File: config.mk
export PLATFORM = sky130hd
export DESIGN_NAME = operand_collector_sum4_flat
export DESIGN_NICKNAME = d
export VERILOG_FILES = /design/src/rtl/adder_pkg.sv /design/src/rtl/operand_collector_sum4_if.sv /design/src/rtl/multiple_adder_csa_4x32.sv /design/src/rtl/operand_collector_sum4.sv /design/src/flat_wrapper.sv
export SDC_FILE = /design/constraint.sdc
export NUM_CORES = 1
export LEC_CHECK = 0
export CAP_MARGIN = 40
export CORE_MARGIN = 2
export CORE_UTILIZATION = 35
export CTS_CLUSTER_SIZE = 30
export DETAILED_ROUTE_END_ITERATION = 8
export PLACE_DENSITY = 0.54
export RECOVER_POWER = 50
export SKIP_LAST_GASP = 1
export SYNTH_ARGS = -nofsm -noshare
export SYNTH_HDL_FRONTEND = slang
export SYNTH_SLANG_ARGS = --single-unit
File: constraint.sdc
create_clock -name clk -period 4.3 [get_ports clk]
set_clock_uncertainty 0.15 [all_clocks]
set_input_delay 0.43 -clock clk [delete_from_list [all_inputs] [get_ports clk]]
set_output_delay 0.43 -clock clk [all_outputs]
set_load 0.1 [all_outputs]
File: src/rtl/adder_pkg.sv
// Shared definitions for the 4-operand summation path: operand count,
// result-width rule and the collector fill-state names.
package adder_pkg;

  localparam int NUM_OPS = 4;

  // One extra bit beyond the exact growth keeps the 35-bit downstream format for 32-bit operands.
  function automatic int sum_width(input int data_w, input int num_ops);
    return data_w + $clog2(num_ops) + 1;
  endfunction

  typedef enum logic [1:0] {
    EMPTY   = 2'd0,
    FILLING = 2'd1,
    FULL    = 2'd2
  } fill_state_e;

endpackage

File: src/rtl/operand_collector_sum4_if.sv
// Operand stream in, group-sum stream out, plus the emitted-group counter.
interface operand_collector_sum4_if import adder_pkg::*; #(
  parameter int DATA_W = 32,
  parameter int CNT_W  = 16
) ();

  localparam int SUM_W = sum_width(DATA_W, NUM_OPS);

  logic              in_valid;
  logic              in_ready;
  logic [DATA_W-1:0] in_data;
  logic              out_valid;
  logic              out_ready;
  logic [SUM_W-1:0]  out_sum;
  logic [CNT_W-1:0]  grp_count;

  modport master (
    output in_valid, in_data, out_ready,
    input  in_ready, out_valid, out_sum, grp_count
  );

  modport slave (
    input  in_valid, in_data, out_ready,
    output in_ready, out_valid, out_sum, grp_count
  );

endinterface

File: src/rtl/multiple_adder_csa_4x32.sv
// Combinational sum of four 32-bit unsigned operands: two carry-save
// compression stages followed by one carry-propagate add, 35-bit result.
module multiple_adder_csa_4x32 (
  input  logic [31:0] a,
  input  logic [31:0] b,
  input  logic [31:0] c,
  input  logic [31:0] d,
  output logic [34:0] sum
);

  logic [34:0] a_x, b_x, c_x, d_x;
  logic [34:0] s1, c1, s2, c2;

  assign a_x = 35'(a);
  assign b_x = 35'(b);
  assign c_x = 35'(c);
  assign d_x = 35'(d);

  // Operands stay below 2^34, so the carry shifts never lose a set bit.
  assign s1  = a_x ^ b_x ^ c_x;
  assign c1  = ((a_x & b_x) | (a_x & c_x) | (b_x & c_x)) << 1;

  assign s2  = s1 ^ c1 ^ d_x;
  assign c2  = ((s1 & c1) | (s1 & d_x) | (c1 & d_x)) << 1;

  assign sum = s2 + c2;

endmodule

File: src/rtl/operand_collector_sum4.sv
// Collects a serial operand stream into groups of four and emits each
// group's registered sum over a valid/ready output with a group counter.
module operand_collector_sum4 import adder_pkg::*; #(
  parameter int DATA_W = 32,
  parameter int CNT_W  = 16
) (
  input logic                     clk,
  input logic                     rst_n,
  operand_collector_sum4_if.slave bus
);

  localparam int SUM_W  = sum_width(DATA_W, NUM_OPS);
  localparam int FILL_W = $clog2(NUM_OPS + 1);
  localparam int IDX_W  = $clog2(NUM_OPS);
  localparam logic [FILL_W-1:0] FILL_FULL = FILL_W'(NUM_OPS);

  logic [FILL_W-1:0] cnt;
  logic [DATA_W-1:0] slot [NUM_OPS];
  logic              out_valid_q;
  logic [SUM_W-1:0]  sum_d;
  logic [SUM_W-1:0]  sum_q;
  logic [CNT_W-1:0]  grp_q;
  logic              not_full;
  logic              accept;
  logic              xfer;

  // Ready comes from the fill count alone, so the producer never sees a path from in_valid.
  assign not_full = (cnt < FILL_FULL);
  assign accept   = bus.in_valid && not_full;
  assign xfer     = (cnt == FILL_FULL) && (!out_valid_q || bus.out_ready);

  generate
    if (DATA_W == 32) begin : g_csa
      multiple_adder_csa_4x32 u_csa (
        .a   (slot[0]),
        .b   (slot[1]),
        .c   (slot[2]),
        .d   (slot[3]),
        .sum (sum_d)
      );
    end else begin : g_beh
      // NOTE: an always_comb output gets a default before any accumulation, so no path can infer a latch.
      always_comb begin
        sum_d = '0;
        for (int i = 0; i < NUM_OPS; i++) begin
          sum_d = sum_d + SUM_W'(slot[i]);
        end
      end
    end
  endgenerate

  // NOTE: sequential state is assigned with <= so every register sees pre-edge values.
  // NOTE: the four slots are reset too, so no operand from before a reset can ever reach out_sum.
  always_ff @(posedge clk or negedge rst_n) begin
    if (!rst_n) begin
      cnt         <= '0;
      out_valid_q <= 1'b0;
      sum_q       <= '0;
      grp_q       <= '0;
      for (int i = 0; i < NUM_OPS; i++) begin
        slot[i] <= '0;
      end
    end else begin
      if (accept) begin
        slot[cnt[IDX_W-1:0]] <= bus.in_data;
        cnt                  <= cnt + 1'b1;
      end

      if (xfer) begin
        sum_q       <= sum_d;
        out_valid_q <= 1'b1;
        cnt         <= '0;
        grp_q       <= grp_q + 1'b1;
      end else if (out_valid_q && bus.out_ready) begin
        out_valid_q <= 1'b0;
      end
    end
  end

  assign bus.in_ready  = not_full;
  assign bus.out_valid = out_valid_q;
  assign bus.out_sum   = sum_q;
  assign bus.grp_count = grp_q;

endmodule

File: src/flat_wrapper.sv
// flat-port wrapper written by rule: the top's interface ports become plain ports
module operand_collector_sum4_flat import adder_pkg::*;
#(
  parameter int DATA_W = 32,
  parameter int CNT_W  = 16
)
  (clk, rst_n, bus_in_valid, bus_in_data, bus_out_ready, bus_in_ready, bus_out_valid, bus_out_sum, bus_grp_count);
  operand_collector_sum4_if #(.DATA_W(DATA_W), .CNT_W(CNT_W)) bus_i ();
  input logic clk;
  input logic rst_n;
  input wire logic [$bits(bus_i.in_valid)-1:0] bus_in_valid;
  input wire logic [$bits(bus_i.in_data)-1:0] bus_in_data;
  input wire logic [$bits(bus_i.out_ready)-1:0] bus_out_ready;
  output wire logic [$bits(bus_i.in_ready)-1:0] bus_in_ready;
  output wire logic [$bits(bus_i.out_valid)-1:0] bus_out_valid;
  output wire logic [$bits(bus_i.out_sum)-1:0] bus_out_sum;
  output wire logic [$bits(bus_i.grp_count)-1:0] bus_grp_count;
  assign bus_i.in_valid = bus_in_valid;
  assign bus_i.in_data = bus_in_data;
  assign bus_i.out_ready = bus_out_ready;
  assign bus_in_ready = bus_i.in_ready;
  assign bus_out_valid = bus_i.out_valid;
  assign bus_out_sum = bus_i.out_sum;
  assign bus_grp_count = bus_i.grp_count;
  operand_collector_sum4 #(.DATA_W(DATA_W), .CNT_W(CNT_W)) u_core (.clk(clk), .rst_n(rst_n), .bus(bus_i));
endmodule
==> metrics.yaml, run 1 <==
grt_pass1_vias: 7533
post-cts-setup-buffer-count: 0
port-buffer-count: 87
tightestPinTransition_ns: 2.05
route.detailed.wl_per_inst_um: 15.6
routed_wirelength_um: 23500
post_cts_clock_slew_at_the_launch_and_capture_registers_of_the_worst_setup_and_hold_paths_ns: 0.08
place.detailed.hpwl_um: 17300
synth.ff_latch_count: 182
cts-buffers-inserted: 17
detail_route.vias_per_cell: 4.76
hold_path_class: "reg -> reg"
timing.critical_path.slowest_stage_cell: "sky130_fd_sc_hd__or4_4"
timing.critical_path.required_ns: 4.49
grt_pass1_wl_um: 39600
count_of_unresolved_drc_violations_after_routing: 0
timing_worst_setup_path_type: "reg -> reg"
synth_cell_type_count: 62
number_of_antenna_violating_nets_in_the_routed_design: 0
kind_of_end_point_of_the_critical_path: "flop"
ys.flop_type: "sky130_fd_sc_hd__dfrtp_1"
grt_start_max_net_pins: 81
number_of_placed_i_o_pins: 89
finalWeightedCongestion: 0.834
tritoncts: "yes"
num-nets-final: 1240
initial_core_util_pct: 35.6
synthesis.area_um2: 10600
clock_path_buffers: 2
final_critical_path_setup_slack_ns: 0.324
start_kind: "flop"
max_slew_margin_pct: -36.6
synthesis.yosys.warnings: 0
fp-row-count: 63
seq_area_frac_synth_pct: 43.2
fin_crit_sh_pct: 92.5
cts.root.buffer_cell: "sky130_fd_sc_hd__clkbuf_16"
synthesized_netlist_cell_count: 965
layout-drive-gt1-share_pct: 21.3
antenna_cells_inserted: 0
route.vias.total: 7165
synth.net_count: 1103
cp_common_cell: "sky130_fd_sc_hd__fa_1"
syn_avg_cell_area_um2: 10.9
grt_antenna_before_repair: 0
die_y_um: 178
crit_chain: "fa_1 -> fa_1 -> ha_1 -> fa_1 -> a211oi_2 -> o21ai_2 -> nand2b_2 -> or4_4 -> a2111oi_4 -> nor3_2 -> o31ai_2"
most-common-layout-cells: "sky130_fd_sc_hd__dfrtp_1 (182), sky130_fd_sc_hd__inv_1 (163), sky130_fd_sc_hd__mux2_2 (128), sky130_fd_sc_hd__clkdlybuf4s50_1 (86), sky130_fd_sc_hd__nand2_1 (84)"
slew_viol_final: 81
number_of_enable_flip_flop_cells_after_synthesis: 0
drt_iter0_markers: 249
detail_route.first_pass.iterations: 5
critical_path.max_stage_delay_ns: 0.58
period_minus_slack_ns: 3.98
fill_cells: 2851
max-cap-violations: 1
dpl_worst_slack_ns: 0.227
instances_no_fill: 1505
crit_buf_inv: 0
failed_checks: "max-capacitance violations, max-slew violations"
grt_remaining_overflow: 0
hold_viol_final: 0
fp.dieArea_um2: 31600
cts-htree-levels: 4
synth-async-reset-ratio_pct: 100
max_clock_freq_mhz: 251
clock-sinks: 182
family_with_the_most_delay_on_the_worst_path: "adder cells"
worst-endpoint-arrival_ns: 4.17
placed_cell_area_um2: 12700
run_status: "complete, but fails checks"
clock_latency_ns: 0.44
placeable_core_area_um2: 29600
setup_tns_ns: 0
final-setup-viol-count: 0
rsz0062_at_grt: "no"
mostFrequentLayoutCell: "sky130_fd_sc_hd__dfrtp_1"
final_instance_area_um2: 13300
layout-area-overhead-vs-synth_pct: 25.8
grt_util_all_layers_pct: 16.0
cp_max_fo: 5
die-width_um: 178
dp.cells: 1472
[tightest hold or removal path, stage by stage (launching register included)]
cell and delay (ns):
sky130_fd_sc_hd__dfrtp_1 0.35, sky130_fd_sc_hd__nand2_1 0.05, sky130_fd_sc_hd__nand2_1 0.05
[through the flow]
stage | hold slack [ns] | utilization (%)
floorplan | -0.0156 | -
global placement | 0.308 | 40.1
detailed placement | 0.313 | 42.8
CTS | 0.332 | 44.9
global route | 0.350 | 44.8
finish | 0.326 | 44.8
[path summary, 6_finish.rpt]
check | start | end | slack (ns) | depth (start not counted)
worst max-delay path | u_core.slot[97] | u_core.bus.out_sum[29] | 0.32 | 11
worst min-delay path | u_core.bus.out_sum[1] | u_core.bus.out_sum[1] | 0.33 | 2
worst max register to register | u_core.slot[97] | u_core.bus.out_sum[29] | 0.32 | 11
worst min register to register | u_core.bus.out_sum[1] | u_core.bus.out_sum[1] | 0.33 | 2
max in group asynchronous | rst_n | u_core.slot[120] | 0.91 | 3
min in group asynchronous | rst_n | u_core.slot[39] | 0.96 | 2
[synthesized netlist by cell type (3+ instances only)]
cell type	number	area (µm²)
sky130_fd_sc_hd__dfrtp_1	182	4550
sky130_fd_sc_hd__inv_1	163	612
sky130_fd_sc_hd__mux2_2	128	1440
sky130_fd_sc_hd__nand2_1	84	315
sky130_fd_sc_hd__fa_1	64	1280
sky130_fd_sc_hd__ha_1	38	475
sky130_fd_sc_hd__a21oi_1	35	175
sky130_fd_sc_hd__o21ai_0	31	155
sky130_fd_sc_hd__nor2_1	29	109
sky130_fd_sc_hd__xnor2_1	22	193
sky130_fd_sc_hd__clkbuf_1	20	75.1
sky130_fd_sc_hd__nand3_1	18	90.1
sky130_fd_sc_hd__xor2_1	14	123
sky130_fd_sc_hd__buf_1	12	45.0
sky130_fd_sc_hd__a21o_1	10	75.1
sky130_fd_sc_hd__nor3_1	10	50.1
sky130_fd_sc_hd__o21ai_1	10	50.1
sky130_fd_sc_hd__nand4_1	9	56.3
sky130_fd_sc_hd__and3_1	7	43.8
sky130_fd_sc_hd__a211oi_1	6	45.0
sky130_fd_sc_hd__a31oi_1	6	37.5
sky130_fd_sc_hd__o31ai_1	6	45.0
sky130_fd_sc_hd__o21a_1	5	37.5
sky130_fd_sc_hd__buf_2	4	20.0
sky130_fd_sc_hd__or3_1	4	25.0
sky130_fd_sc_hd__and2_1	3	18.8
sky130_fd_sc_hd__nor2b_1	3	18.8
[per-layer routing]
metal  global-route usage, %  vias up  share of wire, %
met1                    22.1     3593                48
met3                    2.59       19               2.7
met4                    4.58        0               1.2
met2                    25.9      106                48
met5                       0        -                 0
li1                        -     3447                 -
[state kept, by name, indices dropped and copies added, names as in the netlist]
signal,count
u_core.bus.grp_count,16
u_core.cnt,3
u_core.bus.out_sum,34
u_core.slot,128
u_core.bus.out_valid,1
[area by class of cell]
type | count | area (µm²) | area share [%]
Clock inverter | 14 | 181 | 1.37
Multi-Input combinational cell | 583 | 5250 | 39.5
Clock buffer | 18 | 439 | 3.31
Timing Repair Buffer | 155 | 1750 | 13.2
Sequential cell | 182 | 4550 | 34.3
Inverter | 163 | 612 | 4.61
Tap cell | 390 | 488 | 3.68
[kinds of logic (layout without fill, tap and decap cells)]
kind of cell | after synthesis | count (layout) | share of synthesized area [%]
AOI/OAI and AO/OA | 134 | 134 | 8.26
xor gates and xnor gates | 36 | 36 | 2.99
adders and majority gates | 102 | 102 | 16.6
buffers and inverters | 200 | 350 | 7.20
DFF | 182 | 182 | 43.2
muxes | 130 | 130 | 13.8
other | 1 | 1 | 0.0355
and+or+nand+nor | 180 | 180 | 7.86
[repair_timing]
item | in CTS | in global routing
gates resized for setup | 0 | 1
hold endpoints to repair | 78 | 0
hold buffers | 1 | 0
endpoints found under the setup margin | 0 | 1
Power of run 1 is left out: the tool's default activity adds up to more than one toggle a clock period on the data nets, which glitch-free logic cannot reach.
==> run 2: changes to the inputs <==
--- a/config.mk
+++ b/config.mk
@@ -5,6 +5,7 @@
 export SDC_FILE = /design/constraint.sdc
 export NUM_CORES = 1
 export LEC_CHECK = 0
+export ABC_CLOCK_PERIOD_IN_PS = 4300
 export CAP_MARGIN = 40
 export CORE_MARGIN = 2
 export CORE_UTILIZATION = 35
==> results of run 2 <==
No change in the layout: final DEF, timing and power equal those of run 1.
Power of run 2 is left out for the same reason.
==> run 3: changes to the inputs <==
--- a/config.mk
+++ b/config.mk
@@ -5,13 +5,12 @@
 export SDC_FILE = /design/constraint.sdc
 export NUM_CORES = 1
 export LEC_CHECK = 0
-export ABC_CLOCK_PERIOD_IN_PS = 4300
-export CAP_MARGIN = 40
+export ABC_CLOCK_PERIOD_IN_PS = 5100
 export CORE_MARGIN = 2
-export CORE_UTILIZATION = 35
+export CORE_UTILIZATION = 46
 export CTS_CLUSTER_SIZE = 30
 export DETAILED_ROUTE_END_ITERATION = 8
-export PLACE_DENSITY = 0.54
+export PLACE_DENSITY = 0.67
 export RECOVER_POWER = 50
 export SKIP_LAST_GASP = 1
 export SYNTH_ARGS = -nofsm -noshare
==> constraint.sdc (replaced) <==
create_clock -name clk -period 5.1 [get_ports clk]
set_clock_uncertainty 0.15 [all_clocks]
set_input_delay 0.51 -clock clk [delete_from_list [all_inputs] [get_ports clk]]
set_output_delay 0.51 -clock clk [all_outputs]
set_load 0.1 [all_outputs]
==> run 3 against run 2 <==
Effect of this change: the flow finishes with violations (negative hold slack, max-capacitance violations, max-slew violations); die area is 23% lower; routed wire length fell by 6.0%; non-clock buffer count shrank 61; via count down 2.8%; count of clock-buffer cells in the layout fell by 1; global-route usage increased by 3.7 points.
==> metrics.yaml, run 3 (synthesis results as in run 1) <==
number_of_placed_i_o_pins: 89
cp_max_fo: 4
clock_latency_ns: 0.43
multi_input_comb_area_um2: 5250
finalWeightedCongestion: 0.842
grt_pass1_wl_um: 37200
max_clock_freq_mhz: 246
final-setup-viol-count: 0
ctsHoldBuffers: 0
num-nets-final: 1179
max_slew_margin_pct: -60.3
place.detailed.hpwl_um: 15800
crit_chain: "fa_1 -> inv_1 -> fa_1 -> inv_1 -> ha_1 -> nand4b_1 -> a211oi_1 -> o21ai_1 -> a2111oi_2 -> nor3_1 -> o31ai_1"
post_cts_resize_count: 0
antenna_cells_inserted: 0
largest_register_ffs: 128
slew_viol_final: 130
period_minus_slack_ns: 4.07
hold_viol_final: 15
die-width_um: 155
setup_tns_ns: 0
die_y_um: 155
timing.critical_path.slowest_stage_cell: "sky130_fd_sc_hd__a2111oi_2"
grt_util_all_layers_pct: 19.7
worst-endpoint-arrival_ns: 4.26
rsz0062_at_grt: "no"
count_of_unresolved_drc_violations_after_routing: 0
holdWs_ns: -0.0452
run_status: "complete, but fails checks"
registers.top_by_ff_count: "u_core.slot"
seqCellArea_um2: 4550
most-common-layout-cells: "sky130_fd_sc_hd__dfrtp_1 (182), sky130_fd_sc_hd__inv_1 (163), sky130_fd_sc_hd__mux2_2 (128), sky130_fd_sc_hd__clkdlybuf4s50_1 (86), sky130_fd_sc_hd__nand2_1 (84)"
cts-buffers-inserted: 17
routed_wirelength_um: 22100
critical_path.max_stage_delay_ns: 0.65
grt_start_max_net_pins: 97
timing_worst_setup_path_type: "reg -> reg"
cts.root.buffer_cell: "sky130_fd_sc_hd__clkbuf_16"
port-buffer-count: 87
grt_pass1_vias: 7354
start_kind: "flop"
failed_checks: "negative hold slack, max-capacitance violations, max-slew violations"
detail_route.vias_per_cell: 5.20
drt_iter0_markers: 360
number_of_antenna_violating_nets_in_the_routed_design: 0
clock_path_buffers: 2
final_core_utilization_pct: 54.3
max-cap-violations: 2
post-cts-setup-buffer-count: 0
layout-area-overhead-vs-synth_pct: 16.2
mostFrequentLayoutCell: "sky130_fd_sc_hd__dfrtp_1"
route.detailed.wl_per_inst_um: 16.5
most_used_routing_layer_in_global_routing: "met2"
met3_resource_use_gr_pct: 4.12
cts-htree-levels: 4
route.vias.total: 6963
fin_crit_sh_pct: 79.9
clock-sinks: 182
placeable_core_area_um2: 22600
fill_cells: 1987
detail_route.first_pass.iterations: 4
fp-row-count: 55
timing.critical_path.required_ns: 5.28
grt_util_met2_pct: 32.6
setup_slack_of_the_most_critical_reg_to_reg_path_ns: 1.03
tritoncts: "yes"
kind_of_end_point_of_the_critical_path: "flop"
tightestPinTransition_ns: 2.41
grt_antenna_before_repair: 0
initial_core_util_pct: 46.8
post_cts_clock_slew_at_the_launch_and_capture_registers_of_the_worst_setup_and_hold_paths_ns: 0.08
layout-drive-gt1-share_pct: 17.0
fp.dieArea_um2: 24200
hold_path_class: "in -> async"
grt_remaining_overflow: 0
global_route.usage.met1_pct: 26.8
[run 3: layout make-up]
type	instances	area share [%]
flip-flops and latches	182	37.1
well taps	285	2.91
multi-input cells	583	42.8
repair buffers	94	7.46
clock buffers	17	3.47
inverters	163	4.99
clock inverters	15	1.29
[run 3: routing by layer]
| layer | up-vias | part of all wire, % | routed length (µm) |
|---|---|---|---|
| met1 | 3510 | 47 | 10300 |
| met4 | 0 | 1.3 | 297 |
| met3 | 19 | 3.6 | 802 |
| met2 | 116 | 48 | 10700 |
| li1 | 3318 | - | - |
| met5 | - | 0 | 0 |
[run 3: critical path, delay by kind of cell, from the launching register on]
family	cells	cell delay (ns)
AOI/OAI and AO/OA	4	1.58
adders and majority gates	3	1.43
DFF	1	0.42
buffers and inverters	2	0.11
and+or+nand+nor	2	0.28
[run 3: worst paths after layout]
kind / startpoint / end / depth (start not counted)
worst max register to register: u_core.slot[101] / u_core.bus.out_sum[26] / 11
worst min-delay path: rst_n / u_core.slot[71] / 1
worst max-delay path: u_core.slot[101] / u_core.bus.out_sum[26] / 11
max in group asynchronous: rst_n / u_core.bus.out_sum[29] / 2
min in group clk: u_core.bus.out_sum[1] / u_core.bus.out_sum[1] / 2
worst min register to register: u_core.bus.out_sum[1] / u_core.bus.out_sum[1] / 2
[run 3: metrics by stage]
stage,worst slack (ns),std cells,instance area [µm²],hold slack (ns)
6_report,1.03,1339,12300,-0.0452
5_1_grt,0.880,1339,12300,0.0151
4_1_cts,1.07,1339,12300,0.0114
3_5_place_dp,1.15,1307,11700,0.313
3_3_place_gp,1.14,1307,11700,0.307
2_1_floorplan,1.50,965,10600,0.0644
Power of run 3 is left out for the same reason.
